--- config.mk ---
export PLATFORM = sky130hd
export DESIGN_NAME = alu_issue_ctrl
export DESIGN_NICKNAME = d
export VERILOG_FILES = /design/src/rtl/alu_issue_ctrl.sv
export SDC_FILE = /design/constraint.sdc
export NUM_CORES = 1
export LEC_CHECK = 0
export ABC_AREA = 1
export CORE_ASPECT_RATIO = 1.25
export CORE_UTILIZATION = 34
export CTS_CLUSTER_DIAMETER = 100
export CTS_CLUSTER_SIZE = 10
export DETAILED_ROUTE_END_ITERATION = 10
export PLACE_DENSITY = 0.79
export SYNTH_ARGS = -nofsm -noshare
export SYNTH_HDL_FRONTEND = slang
export SYNTH_SLANG_ARGS = --single-unit
--- constraint.sdc ---
create_clock -name Clk -period 1.56 [get_ports Clk]
set_input_delay 0.312 -clock Clk [delete_from_list [all_inputs] [get_ports Clk]]
set_output_delay 0.312 -clock Clk [all_outputs]
set_load 0.05 [all_outputs]
--- src/rtl/alu_issue_ctrl.sv ---
// Issue/collect controller for the 16-bit ALU: one op in flight, fixed 2-cycle unit latency.
// Optional op counter output Op_Count enabled by defining ALU_OP_COUNT_EN.
module alu_issue_ctrl #(
    parameter int WIDTH = 16
) (
    input  logic             Clk,
    input  logic             RST,
    input  logic             In_Valid,
    output logic             In_Ready,
    input  logic [WIDTH-1:0] A_in,
    input  logic [WIDTH-1:0] B_in,
    input  logic [3:0]       ALU_FUN,
    output logic [WIDTH-1:0] A,
    output logic [WIDTH-1:0] B,
    output logic [1:0]       Unit_FUN,
    output logic             Arith_Enable,
    output logic             Logic_Enable,
    output logic             CMP_Enable,
    output logic             Shift_Enable,
    input  logic [WIDTH-1:0] Arith_OUT,
    input  logic [WIDTH-1:0] Logic_OUT,
    input  logic [WIDTH-1:0] CMP_OUT,
    input  logic [WIDTH-1:0] Shift_OUT,
    input  logic             Arith_Flag,
    input  logic             Logic_Flag,
    input  logic             CMP_Flag,
    input  logic             Shift_Flag,
    output logic [WIDTH-1:0] ALU_OUT,
    output logic             OUT_Valid,
    input  logic             Out_Ready,
`ifdef ALU_OP_COUNT_EN
    output logic             Flag_Err,
    output logic [15:0]      Op_Count
`else
    output logic             Flag_Err
`endif
);

    typedef enum logic [1:0] {
        IDLE  = 2'd0,
        ISSUE = 2'd1,
        CAPT  = 2'd2,
        DONE  = 2'd3
    } state_t;

    state_t           state_q, state_d;
    logic [WIDTH-1:0] a_q, a_d;
    logic [WIDTH-1:0] b_q, b_d;
    logic [1:0]       fun_q, fun_d;
    logic [1:0]       sel_q, sel_d;
    logic [WIDTH-1:0] alu_out_q, alu_out_d;
    logic             out_valid_q, out_valid_d;
    logic             flag_err_q, flag_err_d;
    logic             accept;
    logic             handoff;
    logic [WIDTH-1:0] sel_result;
    logic             sel_flag;

    assign accept  = (state_q == IDLE) && In_Valid;
    assign handoff = (state_q == DONE) && Out_Ready;

    always_ff @(posedge Clk or negedge RST) begin
        if (!RST) begin
            state_q <= IDLE;
        end else begin
            state_q <= state_d;
        end
    end

    always_comb begin
        state_d = state_q;
        case (state_q)
            IDLE:    if (In_Valid) state_d = ISSUE;
            ISSUE:   state_d = CAPT;
            CAPT:    state_d = DONE;
            DONE:    if (Out_Ready) state_d = IDLE;
            default: state_d = IDLE;
        endcase
    end

    // Enables are decoded from the state, so at most one is ever high and reset clears them at once.
    always_comb begin
        In_Ready     = (state_q == IDLE);
        Arith_Enable = (state_q == ISSUE) && (sel_q == 2'b00);
        Logic_Enable = (state_q == ISSUE) && (sel_q == 2'b01);
        CMP_Enable   = (state_q == ISSUE) && (sel_q == 2'b10);
        Shift_Enable = (state_q == ISSUE) && (sel_q == 2'b11);
    end

    always_comb begin
        sel_result = Arith_OUT;
        sel_flag   = Arith_Flag;
        case (sel_q)
            2'b00:   begin sel_result = Arith_OUT; sel_flag = Arith_Flag; end
            2'b01:   begin sel_result = Logic_OUT; sel_flag = Logic_Flag; end
            2'b10:   begin sel_result = CMP_OUT;   sel_flag = CMP_Flag;   end
            default: begin sel_result = Shift_OUT; sel_flag = Shift_Flag; end
        endcase
    end

    always_comb begin
        a_d         = a_q;
        b_d         = b_q;
        fun_d       = fun_q;
        sel_d       = sel_q;
        alu_out_d   = alu_out_q;
        out_valid_d = out_valid_q;
        flag_err_d  = flag_err_q;
        if (accept) begin
            a_d   = A_in;
            b_d   = B_in;
            fun_d = ALU_FUN[1:0];
            sel_d = ALU_FUN[3:2];
        end
        if (state_q == CAPT) begin
            alu_out_d   = sel_result;
            flag_err_d  = ~sel_flag;
            out_valid_d = 1'b1;
        end
        if (handoff) begin
            out_valid_d = 1'b0;
            flag_err_d  = 1'b0;
        end
    end

    always_ff @(posedge Clk or negedge RST) begin
        if (!RST) begin
            a_q         <= '0;
            b_q         <= '0;
            fun_q       <= '0;
            sel_q       <= '0;
            alu_out_q   <= '0;
            out_valid_q <= 1'b0;
            flag_err_q  <= 1'b0;
        end else begin
            a_q         <= a_d;
            b_q         <= b_d;
            fun_q       <= fun_d;
            sel_q       <= sel_d;
            alu_out_q   <= alu_out_d;
            out_valid_q <= out_valid_d;
            flag_err_q  <= flag_err_d;
        end
    end

    assign A         = a_q;
    assign B         = b_q;
    assign Unit_FUN  = fun_q;
    assign ALU_OUT   = alu_out_q;
    assign OUT_Valid = out_valid_q;
    assign Flag_Err  = flag_err_q;

`ifdef ALU_OP_COUNT_EN
    logic [15:0] op_count_q, op_count_d;

    always_comb begin
        op_count_d = op_count_q;
        if (handoff) op_count_d = op_count_q + 16'd1;
    end

    always_ff @(posedge Clk or negedge RST) begin
        if (!RST) begin
            op_count_q <= '0;
        end else begin
            op_count_q <= op_count_d;
        end
    end

    assign Op_Count = op_count_q;
`endif

endmodule

==> impl_metrics.toml <==
[place]
dp_slack_ns = -0.0576
dpl.hpwl_mm = 6.32
gp_congestion = 0.800
dp_cells = 549
port-buffer-count = 164

[worst_setup_path]
start_kind = "register"
crit_fanout = 4
r2r_setup_slack_ns = 0.04
worstPathArrival_ns = 1.32
worstSetupPathType = "reg2out"
ff2ff_path_depth = 6
endpoint_kind = "primary output"
required_ns = 1.25

[finish]
nets = 579
fin_util = 0.648
final_cells = 562
n_antenna_cell = 0
drive_above_1_share = 0.289
nFillCells = 618
syn_to_final_growth_pct = 81.8

[logic_synthesis]
synth_seq_cells = 56
synthTopCellsByArea = "dfrtp_1 (50%), nand2_1 (9.2%), mux2_4 (8.6%), mux2_2 (7.2%), nand3_1 (6.1%)"
yosysSeqAreaShare = 0.499
async_reset_ff_frac = 1.00
syn_avg_cell_area_sq_um = 9.62
synth-edff-count = 0
synth.distinct_cells = 21
syn-num-nets = 405
yosys.area.top_type = "dfrtp_1"
synth.top_cells.by_count = "nand2_1 (69), dfrtp_1 (56), nor2_1 (38), nand3_1 (34), o21ai_0 (19)"
netlist_instances = 292
synth_ff_type = "dfrtp_1"
synth.top_cell.area_share = 0.499
synth_most_common_cell = "nand2_1"
syn-cell-area_sq_um = 2810
yosysWarnings = 0

[floorplan]
coreArea_sq_um = 7880
core.rowCount = 36
die_h_um = 104
die_w_um = 83.3
start_util = 0.356
io_pins = 165
die_area_sq_um = 8630

[timing]
worst_clock_skew_ns = 0.0131
timing.fmax_ghz = 0.614
setup_ws_ns = -0.0675
relSlewSlack = 0.628
fin_crit_sh = 1.04
worst_pin_slew_ns = 0.557
slew_viol_final = 0
timing.hold.ws_ns = 0.499
setup_violations = 5
period_needed_ns = 1.63
final-hold-violation-count = 0
rsz0062_at_grt = "true"

[drt]
drc = 0
drt-met1-wl_mm = 3.30
wl_per_cell_um = 14.5
met2_length_mm = 4.03
wl_mm = 8.18
ant_nets = 0
met3_length_um = 736
routed_via_density = 4.82
vias = 2711
dr.max_layer_used = "met4"
drtIter0Drc = 56
firstDrtPassIters = 4

[run]
drv_cap = 0

[clock_tree]
cts_sinks = 56
clockBufferDepth = 2
cts_tree = "yes"
cts_max_level = 2
cts_buffers = 5
clk_pin_slew_worst_paths_ns = 0.10
worstSkewPairLatency_ns = 0.31
root_buffer = "clkbuf_8"

[pwr]
ir_drop_uv = 1480
powerDensity_nw_per_um2 = 2340
leakagePower_nw = 2.33
total_power_mw = 12.0

[grt]
grt_pass1_vias = 2742
grt_remaining_overflow = 0
grt_usage = 0.192
grt_pass1_wl_mm = 13.4
grt_max_degree = 35
antenna_found_initial = 0

[run_status]
run_status = "finished with violations"
violations = "negative setup slack"

[worst_hold_path]
hold_depth = 2
min_path_type = "reg2reg"
-- per-stage QoR --
step / setup TNS [ns] / cell area [sq um]
4_1_cts: -0.368 / 5070
2_1_floorplan: -0.288 / 2840
3_5_place_dp: -0.658 / 4880
3_3_place_gp: -0.184 / 4880
6_report: -0.208 / 5110
5_1_grt: -0.555 / 5110
-- layout make-up --
| type | instances | area, sq um | share of cell area |
|---|---|---|---|
| timing repair buffer | 184 | 2100 | 0.412 |
| sequential | 56 | 1400 | 0.275 |
| multi-input combinational | 210 | 1330 | 0.260 |
| tap | 95 | 119 | 0.0233 |
| clock buffer | 5 | 68.8 | 0.0135 |
| clock inverter | 3 | 47.5 | 0.00931 |
| inverter | 9 | 38.8 | 0.00760 |
-- layout by cell type (no fill, tap or decap), drive strengths merged --
| cell | n |
|---|---|
| clkdlybuf4s50 | 106 |
| buf | 76 |
| nand2 | 70 |
| dfrtp | 56 |
| nor2 | 39 |
| nand3 | 34 |
| mux2 | 34 |
| o21ai | 20 |
| inv | 9 |
| clkbuf | 6 |
| ha | 5 |
| a21oi | 3 |
| nor3 | 3 |
| clkinv | 2 |
| o22ai | 1 |
| o21a | 1 |
| bufinv | 1 |
| dlygate4sd3 | 1 |
-- kinds of logic (layout without fill, tap and decap cells) --
family,Yosys count,after routing,synth area share
buffers and inverters,26,201,0.0552
multiplexers,34,34,0.158
adder cells (fa/ha/maj),5,5,0.0223
AND/OR/NAND/NOR,146,146,0.220
flip-flops,56,56,0.499
AO/OA/AOI/OAI,25,25,0.0459
-- critical path, cell delays in order (launching register included) --
cell and delay (ns):
dfrtp_1 0.41, inv_2 0.08, ha_4 0.13, inv_4 0.05
nor3_2 0.17, buf_12 0.17
-- worst paths after layout --
kind,startpoint,end
worst max-delay path,state_q[1]$_DFFE_PN0P_,Logic_Enable
worst min-delay path,ALU_OUT[7]$_DFFE_PN0P_,ALU_OUT[7]$_DFFE_PN0P_
worst max register to register,state_q[0]$_DFFE_PN0P_,A[15]$_DFFE_PN0P_
worst min register to register,ALU_OUT[7]$_DFFE_PN0P_,ALU_OUT[7]$_DFFE_PN0P_
max in group asynchronous,RST,sel_q[0]$_DFFE_PN0P_
min in group asynchronous,RST,ALU_OUT[12]$_DFFE_PN0P_
-- layer usage --
metal,track usage,vias up
met2,0.338,132
li1,-,1304
met4,0.0456,0
met1,0.232,1266
met3,0.0494,9
met5,0,-
-- power by group --
group          total [mW]  internal (mW)  switching (mW)
clock network       0.964          0.484           0.479
logic                8.11           3.59            4.52
registers            2.89           2.20           0.690
-- registers in the layout (all words and copies together), names as in the netlist --
signal,flops
A,16
ALU_OUT,16
B,16
Flag_Err,1
OUT_Valid,1
Unit_FUN,2
sel_q,2
state_q,2
-- timing repair --
action | CTS | global route
pin swaps | 1 | 2
setup buffers | 3 | 0
hold endpoints to repair | 19 | 0
gates cloned | 0 | 1
setup endpoints to repair | 4 | 16
gates resized for setup | 9 | 3
hold buffers | 1 | 0
No activity file was read; power rests on OpenSTA's default activity.
==> RTL change (config.mk and constraints unchanged) <==
Build with the macro `ALU_OP_COUNT_EN` defined.
--- a/src/rtl/alu_issue_ctrl.sv
+++ b/src/rtl/alu_issue_ctrl.sv
@@ -1,4 +1,6 @@
 // Issue/collect controller for the 16-bit ALU: one op in flight, fixed 2-cycle unit latency.
 // Optional op counter output Op_Count enabled by defining ALU_OP_COUNT_EN.
+`define ALU_OP_COUNT_EN
+
 module alu_issue_ctrl #(
     parameter int WIDTH = 16
Formal check against the unedited RTL (old outputs only; new: Op_Count): equivalent (Yosys induction, for registers that start in step).
==> RTL change against the unedited design <==
  * The run ends with negative hold slack, negative setup slack left
  * Area after synthesis up 30%
  * Combinational power down 1%
  * Register-to-register slack better by 0.02 ns
  * Hold slack worse by 0.51 ns
  * Sequential cell count up 16
  * Final area up 24%
  * Routed wire length up 30%
  * Sequential share of layout area up 1.1 points
  * Global-route usage down 0.45 points
  * Setup slack better by 0.0099 ns
  * First-iteration DRC count rose to 2.6 times the old value
  * Power up 11%
  * Clock power up 97%
  * Critical endpoint is now Arith_Enable
==> RTL change: results (changes against the unedited design) <==
<table>
<tr><th>Metric</th><th>Value</th></tr>
<tr><th colspan="2">Clock tree</th></tr>
<tr><td>Clock slew at reported path FFs</td><td>0.06 ns (-0.04 ns)</td></tr>
<tr><td>CTS root buf</td><td>sky130_fd_sc_hd__clkbuf_16</td></tr>
<tr><td>H-Tree Depth</td><td>3 (+1)</td></tr>
<tr><td>Number of gates resized after CTS</td><td>10 (+1)</td></tr>
<tr><th colspan="2">Logic synthesis</th></tr>
<tr><td>Post-Synthesis Mean Instance Area</td><td>9.64 um2 (+0.20%)</td></tr>
<tr><td>Top cells by area, synth</td><td>sky130_fd_sc_hd__dfrtp_1, sky130_fd_sc_hd__nand2_1, sky130_fd_sc_hd__mux2_2</td></tr>
<tr><td>Post-synthesis cell type count</td><td>31 (+48%)</td></tr>
<tr><td>Synthesized netlist net count</td><td>492 (+21%)</td></tr>
<tr><th colspan="2">Routing</th></tr>
<tr><td>Detailed router's first-iteration violation count</td><td>143 (+160%)</td></tr>
<tr><td>Post-DR wirelength/cell</td><td>14.9 um (+2.3%)</td></tr>
<tr><th colspan="2">Run status</th></tr>
<tr><td>Run status</td><td>finished, violations left</td></tr>
<tr><td>Failing checks</td><td>negative hold slack, negative setup slack</td></tr>
<tr><th colspan="2">Cells and area</th></tr>
<tr><td>Layout sequential cell count</td><td>72 (+29%)</td></tr>
<tr><td>FILL cells</td><td>839 (+36%)</td></tr>
<tr><td>Number of non-clock inverters in the layout</td><td>21 (+12)</td></tr>
<tr><td>Proportion of cell area occupied by registers</td><td>28.6% (+1.1 points)</td></tr>
<tr><td>Multi-input gate count</td><td>272 (+30%)</td></tr>
<tr><th colspan="2">Power</th></tr>
<tr><td>Static Leakage</td><td>2.85 nW (+22%)</td></tr>
<tr><td>Switching component of the power</td><td>0.00630 W (+11%)</td></tr>
<tr><td>Power Dens Cells</td><td>2110 nW/um2 (-9.8%)</td></tr>
<tr><td>Share of power burned in registers</td><td>25.7% (+1.5 points)</td></tr>
<tr><td>Clock group</td><td>0.00190 W (+97%)</td></tr>
<tr><th colspan="2">Global route</th></tr>
<tr><td>Maximum number of pins on one net before global-route repair</td><td>73 (+110%)</td></tr>
<tr><th colspan="2">Placement</th></tr>
<tr><td>Instance count after placement with tap cells included</td><td>689 (+26%)</td></tr>
<tr><td>Dpl hpwl</td><td>7970 um (+26%)</td></tr>
<tr><td>Global placement routability congestion</td><td>0.792 (-1.1%)</td></tr>
<tr><th colspan="2">Timing</th></tr>
<tr><td>Tightest hold margin</td><td>-0.0117 ns (-0.511 ns)</td></tr>
<tr><td>Setup Viol. Count Final</td><td>5 (unchanged)</td></tr>
<tr><td>Number of hold-slack violations in the final timing report</td><td>4 (+4)</td></tr>
<tr><td>Worst setup skew after layout</td><td>0.00575 ns (-0.00733 ns)</td></tr>
<tr><td>Final setup slack of the worst path</td><td>-0.0576 ns (+0.00989 ns)</td></tr>
</table>
-- RTL change: final timing paths --
kind                       slack, ns      endpoint        from  depth (start not counted)
setup / recovery               -0.06  Arith_Enable  state_q[1]                          5
hold reg to reg                 0.49    ALU_OUT[1]  ALU_OUT[1]                          2
hold / removal                 -0.01         B[11]         RST                          2
setup reg to reg                0.06   Op_Count[4]  state_q[0]                          7
min in group Clk                0.49    ALU_OUT[1]  ALU_OUT[1]                          2
max in group asynchronous       1.26      sel_q[0]         RST                          2
-- RTL change: cells by family after synthesis --
family | count (synthesis) | synth area share, %
AO/OA/AOI/OAI | 9 | 1.27
XOR/XNOR | 8 | 1.92
adder cells (fa/ha/maj) | 6 | 2.06
buffers and inverters | 34 | 6.56
flip-flops | 72 | 49.5
multiplexers | 34 | 10.5
AND/OR/NAND/NOR | 215 | 28.2
-- RTL change: per-layer routing --
layer	vias up	GRT usage [%]
met4	0	5.97
met1	1548	20.0
met3	18	5.17
met2	131	34.6
met5	-	0
li1	1618	-
